<file path="src/rtl/ripple_count_capture_if.sv">
// ----------------------------------------------------------------------------
// ripple_count_capture_if
// Purpose : valid/ready event bus carrying one accepted count sample from
//           ripple_count_capture to its downstream consumer.
// Signals :
//   valid - an accepted count event is held on the bus
//   data  - accepted 4-bit count value
//   dir   - synchronized counter direction at acceptance (1 = up)
//   wrap  - event crossed the 15/0 boundary in the direction of dir
//   skip  - event step was not exactly one count in the direction of dir
//   ready - consumer accepts the held event this cycle
// Modports: master (the capture block), slave (the consumer)
// ----------------------------------------------------------------------------
interface ripple_count_capture_if;
  logic       valid;
  logic [3:0] data;
  logic       dir;
  logic       wrap;
  logic       skip;
  logic       ready;

  modport master (output valid, data, dir, wrap, skip, input ready);
  modport slave  (input valid, data, dir, wrap, skip, output ready);
endinterface

</file>
<file path="src/rtl/ripple_count_capture.sv">
// ----------------------------------------------------------------------------
// ripple_count_capture
// Purpose : samples the outputs of an asynchronous 4-bit ripple up/down
//           counter, filters ripple glitches, and reports each settled new
//           count as a single event through a one-entry valid/ready buffer.
// Parameters:
//   STABLE_CYCLES - consecutive identical synchronized samples needed before
//                   a value is accepted (2..15)
// Ports :
//   clk     - system clock, rising edge
//   rst     - synchronous active-high reset
//   q_in    - asynchronous count value from the ripple counter
//   mode_in - asynchronous direction of that counter (1 = up, 0 = down)
//   ovf     - sticky: an event was dropped because the buffer was full
//   bus     - master side of the event bus (valid/data/dir/wrap/skip/ready)
// ----------------------------------------------------------------------------
module ripple_count_capture #(
  parameter int unsigned STABLE_CYCLES = 2
) (
  input  logic                         clk,
  input  logic                         rst,
  input  logic [3:0]                   q_in,
  input  logic                         mode_in,
  output logic                         ovf,
  ripple_count_capture_if.master       bus
);

  localparam logic [3:0] STABLE_MAX = 4'(STABLE_CYCLES);
  localparam logic [3:0] STABLE_M1  = 4'(STABLE_CYCLES - 1);

  // Synchronizer stages
  logic [3:0] q_s1_q, q_s1_d, q_s2_q, q_s2_d;
  logic       mode_s1_q, mode_s1_d, mode_s2_q, mode_s2_d;

  // Glitch filter
  logic [3:0] cand_q, cand_d;
  logic [3:0] run_q, run_d;
  logic [3:0] acc_q, acc_d;

  // Output buffer
  logic       valid_q, valid_d;
  logic [3:0] data_q, data_d;
  logic       dir_q, dir_d;
  logic       wrap_q, wrap_d;
  logic       skip_q, skip_d;
  logic       ovf_q, ovf_d;

  // Event qualification
  logic       commit;
  logic [3:0] delta;
  logic       ev_wrap;
  logic       ev_skip;
  logic       load;

  // Two-flop synchronizers: straight wires between stages so each bit gets
  // a full cycle to resolve metastability.
  assign q_s1_d    = q_in;
  assign q_s2_d    = q_s1_q;
  assign mode_s1_d = mode_in;
  assign mode_s2_d = mode_s1_q;

  // A value commits exactly once: on the cycle its run reaches STABLE-1,
  // and only if it differs from what was last accepted (a glitch that
  // settles back to acc is silently absorbed).
  assign commit = (q_s2_q == cand_q) && (run_q == STABLE_M1) && (q_s2_q != acc_q);

  // Modulo-16 step from the previously accepted value.
  assign delta  = q_s2_q - acc_q;

  assign ev_wrap = mode_s2_q ? ((acc_q == 4'hF) && (q_s2_q == 4'h0))
                             : ((acc_q == 4'h0) && (q_s2_q == 4'hF));
  assign ev_skip = mode_s2_q ? (delta != 4'h1) : (delta != 4'hF);

  // The buffer can take a new event when empty or being drained this cycle.
  assign load = commit && (!valid_q || bus.ready);

  always_comb begin
    // NOTE: every variable gets a default first so no path leaves it
    // unassigned, which would otherwise infer a latch.
    cand_d  = cand_q;
    run_d   = run_q;
    acc_d   = acc_q;
    valid_d = valid_q;
    data_d  = data_q;
    dir_d   = dir_q;
    wrap_d  = wrap_q;
    skip_d  = skip_q;
    ovf_d   = ovf_q;

    if (q_s2_q != cand_q) begin
      cand_d = q_s2_q;
      run_d  = 4'd1;
    end else if (run_q < STABLE_MAX) begin
      run_d  = run_q + 4'd1;
    end

    // acc tracks the counter even when the event itself is dropped.
    if (commit) begin
      acc_d = q_s2_q;
    end

    if (load) begin
      valid_d = 1'b1;
      data_d  = q_s2_q;
      dir_d   = mode_s2_q;
      wrap_d  = ev_wrap;
      skip_d  = ev_skip;
    end else if (commit) begin
      ovf_d   = 1'b1;
    end else if (valid_q && bus.ready) begin
      valid_d = 1'b0;
    end
  end

  always_ff @(posedge clk) begin
    // NOTE: sequential state uses non-blocking assignments so every flop
    // samples pre-edge values, independent of statement order.
    if (rst) begin
      q_s1_q    <= '0;
      q_s2_q    <= '0;
      mode_s1_q <= 1'b0;
      mode_s2_q <= 1'b0;
      cand_q    <= '0;
      run_q     <= '0;
      acc_q     <= '0;
      valid_q   <= 1'b0;
      data_q    <= '0;
      dir_q     <= 1'b0;
      wrap_q    <= 1'b0;
      skip_q    <= 1'b0;
      ovf_q     <= 1'b0;
    end else begin
      q_s1_q    <= q_s1_d;
      q_s2_q    <= q_s2_d;
      mode_s1_q <= mode_s1_d;
      mode_s2_q <= mode_s2_d;
      cand_q    <= cand_d;
      run_q     <= run_d;
      acc_q     <= acc_d;
      valid_q   <= valid_d;
      data_q    <= data_d;
      dir_q     <= dir_d;
      wrap_q    <= wrap_d;
      skip_q    <= skip_d;
      ovf_q     <= ovf_d;
    end
  end

  assign bus.valid = valid_q;
  assign bus.data  = data_q;
  assign bus.dir   = dir_q;
  assign bus.wrap  = wrap_q;
  assign bus.skip  = skip_q;
  assign ovf       = ovf_q;

endmodule

</file>
<file path="src/flat_wrapper.sv">
// flat-port wrapper written by rule: the top's interface ports become plain ports
module ripple_count_capture_flat 
#(
  parameter int unsigned STABLE_CYCLES = 2
)
  (clk, rst, q_in, mode_in, ovf, bus_valid, bus_data, bus_dir, bus_wrap, bus_skip, bus_ready);
  ripple_count_capture_if bus_i ();
  input  logic clk;
  input  logic rst;
  input  logic [3:0] q_in;
  input  logic mode_in;
  output logic ovf;
  output wire logic [$bits(bus_i.valid)-1:0] bus_valid;
  output wire logic [$bits(bus_i.data)-1:0] bus_data;
  output wire logic [$bits(bus_i.dir)-1:0] bus_dir;
  output wire logic [$bits(bus_i.wrap)-1:0] bus_wrap;
  output wire logic [$bits(bus_i.skip)-1:0] bus_skip;
  input wire logic [$bits(bus_i.ready)-1:0] bus_ready;
  assign bus_valid = bus_i.valid;
  assign bus_data = bus_i.data;
  assign bus_dir = bus_i.dir;
  assign bus_wrap = bus_i.wrap;
  assign bus_skip = bus_i.skip;
  assign bus_i.ready = bus_ready;
  ripple_count_capture #(.STABLE_CYCLES(STABLE_CYCLES)) u_core (.clk(clk), .rst(rst), .q_in(q_in), .mode_in(mode_in), .ovf(ovf), .bus(bus_i));
endmodule
</file>
<file path="config.mk">
export PLATFORM = sky130hd
export DESIGN_NAME = ripple_count_capture_flat
export DESIGN_NICKNAME = d
export VERILOG_FILES = /design/src/rtl/ripple_count_capture_if.sv /design/src/rtl/ripple_count_capture.sv /design/src/flat_wrapper.sv
export SDC_FILE = /design/constraint.sdc
export NUM_CORES = 1
export LEC_CHECK = 0
export CAP_MARGIN = 20
export CORE_MARGIN = 2
export CORE_UTILIZATION = 54
export CTS_BUF_LIST = sky130_fd_sc_hd__clkbuf_8
export DETAILED_ROUTE_END_ITERATION = 8
export DONT_BUFFER_PORTS = 1
export PLACE_DENSITY_LB_ADDON = 0.05
export SYNTH_ARGS = -nofsm -noshare
export SYNTH_HDL_FRONTEND = slang
export SYNTH_SLANG_ARGS = --single-unit
</file>
<file path="constraint.sdc">
create_clock -name clk -period 3.2 [get_ports clk]
set_input_delay 0.48 -clock clk [delete_from_list [all_inputs] [get_ports clk]]
set_output_delay 0.48 -clock clk [all_outputs]
set_load 0.05 [all_outputs]
</file>
After elaboration in Yosys (flattened, before gate mapping)
Cells that the tools add are included.
{ "word_totals": {"ff_bits": 31, "out_inout_bits": 9, "elab_cells": 49} }
{ "classes": {"addsub": 2, "magnitude_cmp": 1, "n_eq_ne": 9, "n_mux": 7, "n_bitwise": 1, "reduce_logical": 15} }
{ "op_table": {"columns": ["op", "n"], "rows": [
  ["equality test 4 bit, second input constant", 2],
  ["zero test 4 bit", 2],
  ["inequality test 4 bit", 2],
  ["two-way mux 1 bit", 7],
  ["logical AND 1 bit", 6],
  ["adder 4 x 1 -> 4 bit, second input constant", 1],
  ["equality test 4 x 1 -> 1 bit, second input constant", 1],
  ["equality test 4 bit", 1],
  ["< comparator 4 x 2 -> 1 bit, second input constant", 1],
  ["inequality test 4 x 1 -> 1 bit, second input constant", 1],
  ["inequality test 4 bit, second input constant", 1],
  ["AND reduction 2 bit", 2],
  ["nonzero test 2 bit", 2],
  ["subtractor 4 bit", 1],
  ["inequality test 2 bit, second input constant", 1],
  ["OR reduction 2 bit", 1],
  ["zero test 1 bit", 1],
  ["logical OR 1 bit", 1],
  ["NOT 1 bit", 1]
]} }

Longest topological paths before layout
Gate-level depths: netlist of run 1.
{ "depth": {"word_depth": 6, "depth_mapped": 9, "ltp_nobuf": 9} }

Worst setup path before layout of run 1
OpenSTA, ideal clock, no wires.
{ "synth_path": {"path_kind": "register -> register", "start": "register u_core.q_s2_q[0]", "end": "register u_core.skip_q (netlist: u_core.bus.skip)", "setup_ps": 135, "t_arrival_ps": 1657, "t_required_ps": 3065, "setup_slack_ps": 1408, "stages_incl_launch_ff": 10, "path_buffers": 0, "synth_period_minus_slack_ps": 1792, "cell_sequence": "dfxtp_1 inv_1 ha_1 inv_1 fa_1 xor2_1 nand2_1 mux2_2 nor2_1 a311oi_2"} }
{ "synth_between": {"elab_chain_cells": 4, "elab_cells_between_ends": 9, "cone_classes": "1 x add/sub; 4 x eq/ne; 1 x mux; 3 x reduce/logical"} }
{ "synth_lines": {"columns": ["element", "line_no", "source"], "rows": [
  ["start: declaration", "ripple_count_capture.sv:32", "logic [3:0] q_s1_q, q_s1_d, q_s2_q, q_s2_d;"],
  ["start signal: assignment", "ripple_count_capture.sv:134", "q_s2_q <= q_s2_d;"],
  ["parallel branches: the longest is 4 deep, another holds subtractor 4 bit", null, null],
  ["end signal: assignment", "ripple_count_capture.sv:144", "skip_q <= skip_d;"],
  ["end: declaration", "ripple_count_capture.sv:45", "logic skip_q, skip_d;"]
]} }
Several ways; the timed one is not identified.
A chain may end at the register's enable or synchronous reset.

Worst setup path after layout of run 1
{ "layout_path": {"start": "register u_core.q_s2_q[0]", "end": "register u_core.data_q[3] (netlist: u_core.bus.data[3])"} }
{ "layout_between": {"elab_chain_cells": 4, "elab_cells_between_ends": 5, "cone_classes": "2 x eq/ne; 3 x reduce/logical"} }
{ "layout_lines": {"columns": ["element", "line_no", "source"], "rows": [
  ["equality test 4 bit", "ripple_count_capture.sv:65", "assign commit = (q_s2_q == cand_q) && (run_q == STABLE_M1) && (q_s2_q != acc_q);"],
  ["logical AND 1 bit", "ripple_count_capture.sv:65", null],
  ["logical AND 1 bit (*)", "ripple_count_capture.sv:65", null],
  ["logical AND 1 bit (*)", "ripple_count_capture.sv:75", "assign load = commit && (!valid_q || bus.ready);"],
  ["end signal: assignment", "ripple_count_capture.sv:141", "data_q <= data_d;"],
  ["end: declaration", "ripple_count_capture.sv:42", "logic [3:0] data_q, data_d;"]
]} }
Mark *: on every way between the ends. The rest lies on a longest branch, timed or not.

==> results by group, run 1 <==
Detailed routing
  • 1st-iter DRT viols: 9
  • Residual DRC: 0
  • Post-route ant nets: 0
  • Metal3 WL: about 120 um
  • Highest metal used: met4
  • Via count: 820
  • DR WL/cell: 12.9 um
  • DR pass1 iterations: 4
  • Met1 Wirelength: 980 um
  • Vias per cell: 5.19
  • Final wirelength: 2.05 mm
  • Met2 WL: 917 um

Cells and area
  • Most common cell after layout, fill and taps aside: dfxtp_1
  • Share of cells above drive strength 1: 16.2%
  • Post-Layout Cell Count: 158
  • Antenna Cells: 0
  • P&R area growth vs syn: 9.27%
  • Fillers: 204
  • Register area: 621 um^2
  • Highest-count cells in the layout ignoring fill and taps: 31 x dfxtp_1, 20 x nor2_1, 13 x nor2b_1
  • Final Net Count: 143
  • Final instance area: roughly 1400 um^2
  • Area of the multi-input gates: between 600 and 700 um^2

Logic synthesis
  • Synth cell types: 33
  • Register area share after synthesis: between 40 and 50%
  • EDFF count, synth: 0
  • YS warnings: 0
  • Avg Cell Area, Syn: 10.4 um^2
  • Synthesized cell area: 1320 um^2
  • Syn_nets: 141
  • Post-Syn Instances: 127
  • #FFs+latches synth: 31
  • Asr flop ratio synth: 0%
  • Predominant post-synthesis flop cell: dfxtp_1

Clocking
  • Bufs on Longest Clock Path: 2
  • CTS Hold Buffers Added: 0
  • Clock sink count: 31
  • Clk root buf: clkbuf_8
  • Clk slew on worst S/H paths: 0.07 ns
  • CTS tree: built
  • Worst-skew pair later-pin latency: roughly 0.28 ns
  • Post-CTS sizing: 0
  • # Post-CTS Setup Buffers: 0
  • Num CTS Buffers: 5
  • Htree depth: 2

Setup path
  • Kind of critical path: flop to flop
  • Crit path from: u_core.q_s2_q[0]
  • CP Data Required Time: 3.37 ns
  • CP Capture Type: flop
  • CP peak stage delay: 0.68 ns
  • Critical-path cell list: inv_1, ha_1, nand3_1, o211ai_2, nor3b_2, mux2i_1, nor2_1
  • CP arrival: 2.42 ns
  • Reg2reg start: u_core.q_s2_q[0]
  • Worst Setup Start Kind: flop
  • Max stage delay cell, worst path: nor3b_2
  • CP Max Fanout: 9
  • Bufs and invs on worst path: 1
  • Delay-heaviest family, CP: simple AND/OR/NAND/NOR gates

Hold path
  • Min-delay src: rst
  • HP Class: input port to flop

Timing
  • Least-Margin Pin Slew: 0.812 ns
  • Slew headroom: 45.6%
  • Final Hold Fails: 0
  • RSZ-0062 raised after global routing: false
  • Max Transition Viols Final: 0
  • Final Cycle Share: 70.3%
  • Max Clk Rate: ~440 MHz
  • Skew final: 0.00475 ns
  • TNS Setup: 0 ns
  • Min Tclk post-route: roughly 2.3 ns
  • Finish-stage setup viols: 0
  • Worst hold slack: 0.265 ns

Floorplan
  • Std cell rows: 17
  • Die Y: 53.5 um
  • # IOs: 17
  • Die Width: about 53 um
  • Core area: 2250 um^2
  • Initial Utilization: 58.7%
  • Die ar.: 2860 um^2

GRT
  • Vias in the first global route: approximately 750
  • Global route overflow: 0
  • Largest net degree at the start of global routing: 31
  • First-pass GRT wire length: 3.39 mm
  • Aggregate global-route resource usage: about 18%
  • Initial antenna violation count: 0

Placed design
  • Detail Placement HPWL: between 1 and 1.5 mm
  • Placed cells: 150
  • PortBufs: 0
  • Final GP Congestion: 0.813
  • Post-Place Cell Area: 1330 um^2

Job
  • Max_cap viols: 0

Power
  • Leakage: between 0.5 and 0.6 nW
  • Pwr dens: 620 nW/um^2
  • VDD IR max: 493 uV

Status
  • Run status: finished clean
## final cells by class
type | instances | area share [%]
multi-input combinational | 85 | 44.9
sequential | 31 | 42.9
clock buffer | 6 | 5.71
clock inverter | 2 | 2.42
tap | 28 | 2.42
inverter | 6 | 1.56
## through the flow
step,setup slack [ns],util (%),power (mW)
after CTS,0.920,64.1,0.903
after global placement,0.952,58.9,0.508
after global routing,0.730,64.1,0.927
after floorplan,1.41,-,0.504
after detailed placement,0.936,58.9,0.510
final,0.949,64.1,0.896
## where the power goes
part / switching, mW / internal (mW)
registers: 0.0284 / 0.402
logic: 0.0346 / 0.0354
clock network: 0.144 / 0.252
## synthesized netlist by cell type (2+ instances only)
library cell	number	area, um^2
a21oi_1	2	10.0
a31oi_1	2	12.5
clkbuf_1	3	11.3
dfxtp_1	31	621
ha_1	5	62.6
inv_1	5	18.8
mux2i_1	10	100
nand2_1	2	7.51
nand3_1	2	10.0
nor2_1	20	75.1
nor2_2	2	12.5
nor2b_1	13	81.3
nor3_1	6	30.0
xnor2_1	2	17.5
xnor2_2	3	48.8
xor2_1	2	17.5
## final timing paths
path                        endpoint  slack, ns  cells after the start
hold / removal       u_core.bus.skip       0.27                      1
hold reg to reg     u_core.q_s2_q[0]       0.44                      1
setup / recovery  u_core.bus.data[3]       0.95                      7
setup reg to reg  u_core.bus.data[3]       0.95                      7
## routing by layer
layer	vias to the layer above	GRT usage (%)
met2	19	27.2
met4	0	10.3
met3	4	7.06
li1	420	-
met5	-	0
met1	377	20.2
## logic make-up (layout without fill, tap and decap cells)
logic type	after synthesis	count (layout)	synth area share [%]
muxes	11	11	8.42
AOI/OAI and AO/OA	9	9	5.87
buffers and inverters	11	14	3.97
DFF	31	31	46.9
xor gates and xnor gates	8	8	7.57
and+or+nand+nor	51	51	21.0
adders and majority gates	6	6	6.24
## state kept, by name, summed over array words and instances, names as in the netlist
name              cells
u_core.acc_q          4
u_core.bus.data       4
u_core.cand_q         4
u_core.q_s1_q         4
u_core.q_s2_q         4
u_core.run_q          4
u_core.bus.dir        1
u_core.bus.skip       1
u_core.bus.valid      1
u_core.bus.wrap       1
u_core.mode_s1_q      1
u_core.mode_s2_q      1
u_core.ovf            1
(Power assumes the default switching activity.)
==> run 2: changes to the inputs <==
==> constraint.sdc (replaced) <==
create_clock -name clk -period 2.4 [get_ports clk]
set_input_delay 0.36 -clock clk [delete_from_list [all_inputs] [get_ports clk]]
set_output_delay 0.36 -clock clk [all_outputs]
set_load 0.05 [all_outputs]
==> run 2 against run 1 <==
Against the previous run: total power up 31%; critical path depth increased by 2; count of clock-buffer cells in the layout decreased by 1; utilization grew 0.44 points; sequential power is 33% higher; worst setup slack got worse by 0.45 ns; die area unchanged; hold slack worse by 0.12 ns; maximum frequency grew 18%; sequential share of layout area fell by 0.30 points; clock skew down 0.0010 ns; critical endpoint is now u_core.bus.skip; largest cell class unchanged.
==> results by group, run 2 (synthesis gave the netlist of run 1 again) <==
Floorplan
  • Core area: 2250 um^2
  • Die Width: 53.5 um
  • Die Y: approximately 53 um
  • Std cell rows: 17
  • Die ar.: 2860 um^2
  • Initial Utilization: 58.7%
  • # IOs: 17

Setup path
  • CP arrival: around 2.1 ns
  • Most used cell, CP: inv_1
  • CP Max Fanout: 6
  • Delay-heaviest family, CP: adder cells
  • Crit path from: u_core.q_s2_q[0]
  • CP Capture Type: flop
  • Critical R2R Capture: u_core.bus.skip
  • Cells on worst reg2reg path: 9
  • Worst Setup Start Kind: flop
  • Max stage delay cell, worst path: dfxtp_1
  • Reg2reg setup slack: 0.49 ns
  • Bufs and invs on worst path: 2
  • Critical path depth: 9
  • Critical Path End: u_core.bus.skip
  • Critical-path cell list: inv_1, ha_1, inv_1, fa_1, xor2_1, nand2_1, mux2_2, nor2_1, a311oi_2
  • CP peak stage delay: 0.38 ns
  • CP Data Required Time: roughly 2.6 ns
  • Kind of critical path: flop to flop
  • Reg2reg start: u_core.q_s2_q[0]

Cells and area
  • Share of cells above drive strength 1: approximately 17%
  • Post-Layout Cell Count: 160
  • Antenna Cells: 0
  • Final Net Count: 145
  • P&R area growth vs syn: 10.0%
  • Post-layout util: 64.5%
  • Highest-count cells in the layout ignoring fill and taps: 31 x dfxtp_1, 20 x nor2_1, 13 x nor2b_1
  • Most common cell after layout, fill and taps aside: dfxtp_1

Clocking
  • CTS Hold Buffers Added: 0
  • Htree depth: 2
  • Bufs on Longest Clock Path: 2
  • # Post-CTS Setup Buffers: 0
  • Clk slew on worst S/H paths: 0.07 ns
  • CTS tree: built
  • Clk root buf: clkbuf_8
  • Worst-skew pair later-pin latency: approximately 0.28 ns
  • Clock sink count: 31
  • Num CTS Buffers: 5
  • Post-CTS sizing: 0

Timing
  • Slew headroom: 64.8%
  • Least-Margin Pin Slew: 0.527 ns
  • TNS Setup: 0 ns
  • RSZ-0062 raised after global routing: false
  • Max Clk Rate: 525 MHz
  • Min Tclk post-route: around 1.9 ns
  • Skew final: 0.00372 ns
  • Final Cycle Share: 79.4%
  • Max Transition Viols Final: 0
  • Finish-stage setup viols: 0
  • Final Hold Fails: 0

GRT
  • Vias in the first global route: 783
  • Met3 usage: 6.21%
  • First-pass GRT wire length: 3.51 mm
  • GR Util met1: 20.6%
  • Aggregate global-route resource usage: between 15 and 20%
  • Largest net degree at the start of global routing: 31
  • Met2 Use GR: 29.8%
  • Global route overflow: 0
  • Initial antenna violation count: 0
  • Most used routing layer: met2

Placed design
  • Placed cells: 152
  • Final GP Congestion: 0.815
  • Detail Placement HPWL: 1.46 mm
  • PortBufs: 0

Detailed routing
  • DR WL/cell: 13.2 um
  • Vias per cell: roughly 5.3
  • Final wirelength: 2.11 mm
  • Via count: roughly 840
  • DR pass1 iterations: 5
  • Post-route ant nets: 0
  • Residual DRC: 0
  • 1st-iter DRT viols: 14

Status
  • Run status: finished clean

Power
  • VDD IR max: 482 uV
  • Leakage: 0.531 nW
  • Pwr dens: 807 nW/um^2

Job
  • Max_cap viols: 0

Hold path
  • HP Class: input port to flop
-- run 2: how the worst min path moves through the flow --
stage	start	to	slack [ns]	depth (start not counted)
finish	rst	u_core.run_q[0]	0.15	1
global route	rst	u_core.q_s1_q[0]	0.13	1
CTS	rst	u_core.bus.skip	0.13	1
detailed placement	u_core.mode_s1_q	u_core.mode_s2_q	0.43	1
global placement	u_core.q_s1_q[1]	u_core.q_s2_q[1]	0.42	1
floorplan	u_core.mode_s1_q	u_core.mode_s2_q	0.41	1
-- run 2: final cells by class --
cell class | count | area [um^2]
Clock buffer | 5 | 68.8
Clock inverter | 3 | 43.8
Multi-Input combinational cell | 85 | 649
Sequential cell | 31 | 621
Tap cell | 28 | 35.0
Inverter | 6 | 22.5
Fill cell | 206 | 800
Timing Repair Buffer | 2 | 15.0
-- run 2: metrics by stage --
stage | area (um^2) | worst slack [ns] | hold WS [ns] | power (mW)
floorplan | 1320 | 0.608 | 0.414 | 0.673
global placement | 1340 | 0.561 | 0.422 | 0.680
detailed placement | 1340 | 0.481 | 0.428 | 0.683
CTS | 1460 | 0.479 | 0.132 | 1.19
global route | 1460 | 0.343 | 0.130 | 1.22
finish | 1460 | 0.494 | 0.148 | 1.17
-- run 2: layer usage --
layer | part of all wire (%) | vias to the layer above
met4 | 1.0 | 0
met2 | 49 | 21
met1 | 46 | 391
met3 | 4.3 | 5
met5 | 0 | -
li1 | - | 425
-- run 2: where the power goes --
part	total, mW	internal (mW)	switching, mW	leakage (nW)
combinational	0.0973	0.0495	0.0478	0.220
clock	0.503	0.309	0.195	0.0581
sequential	0.573	0.535	0.0374	0.253
total	1.17	0.893	0.280	0.531
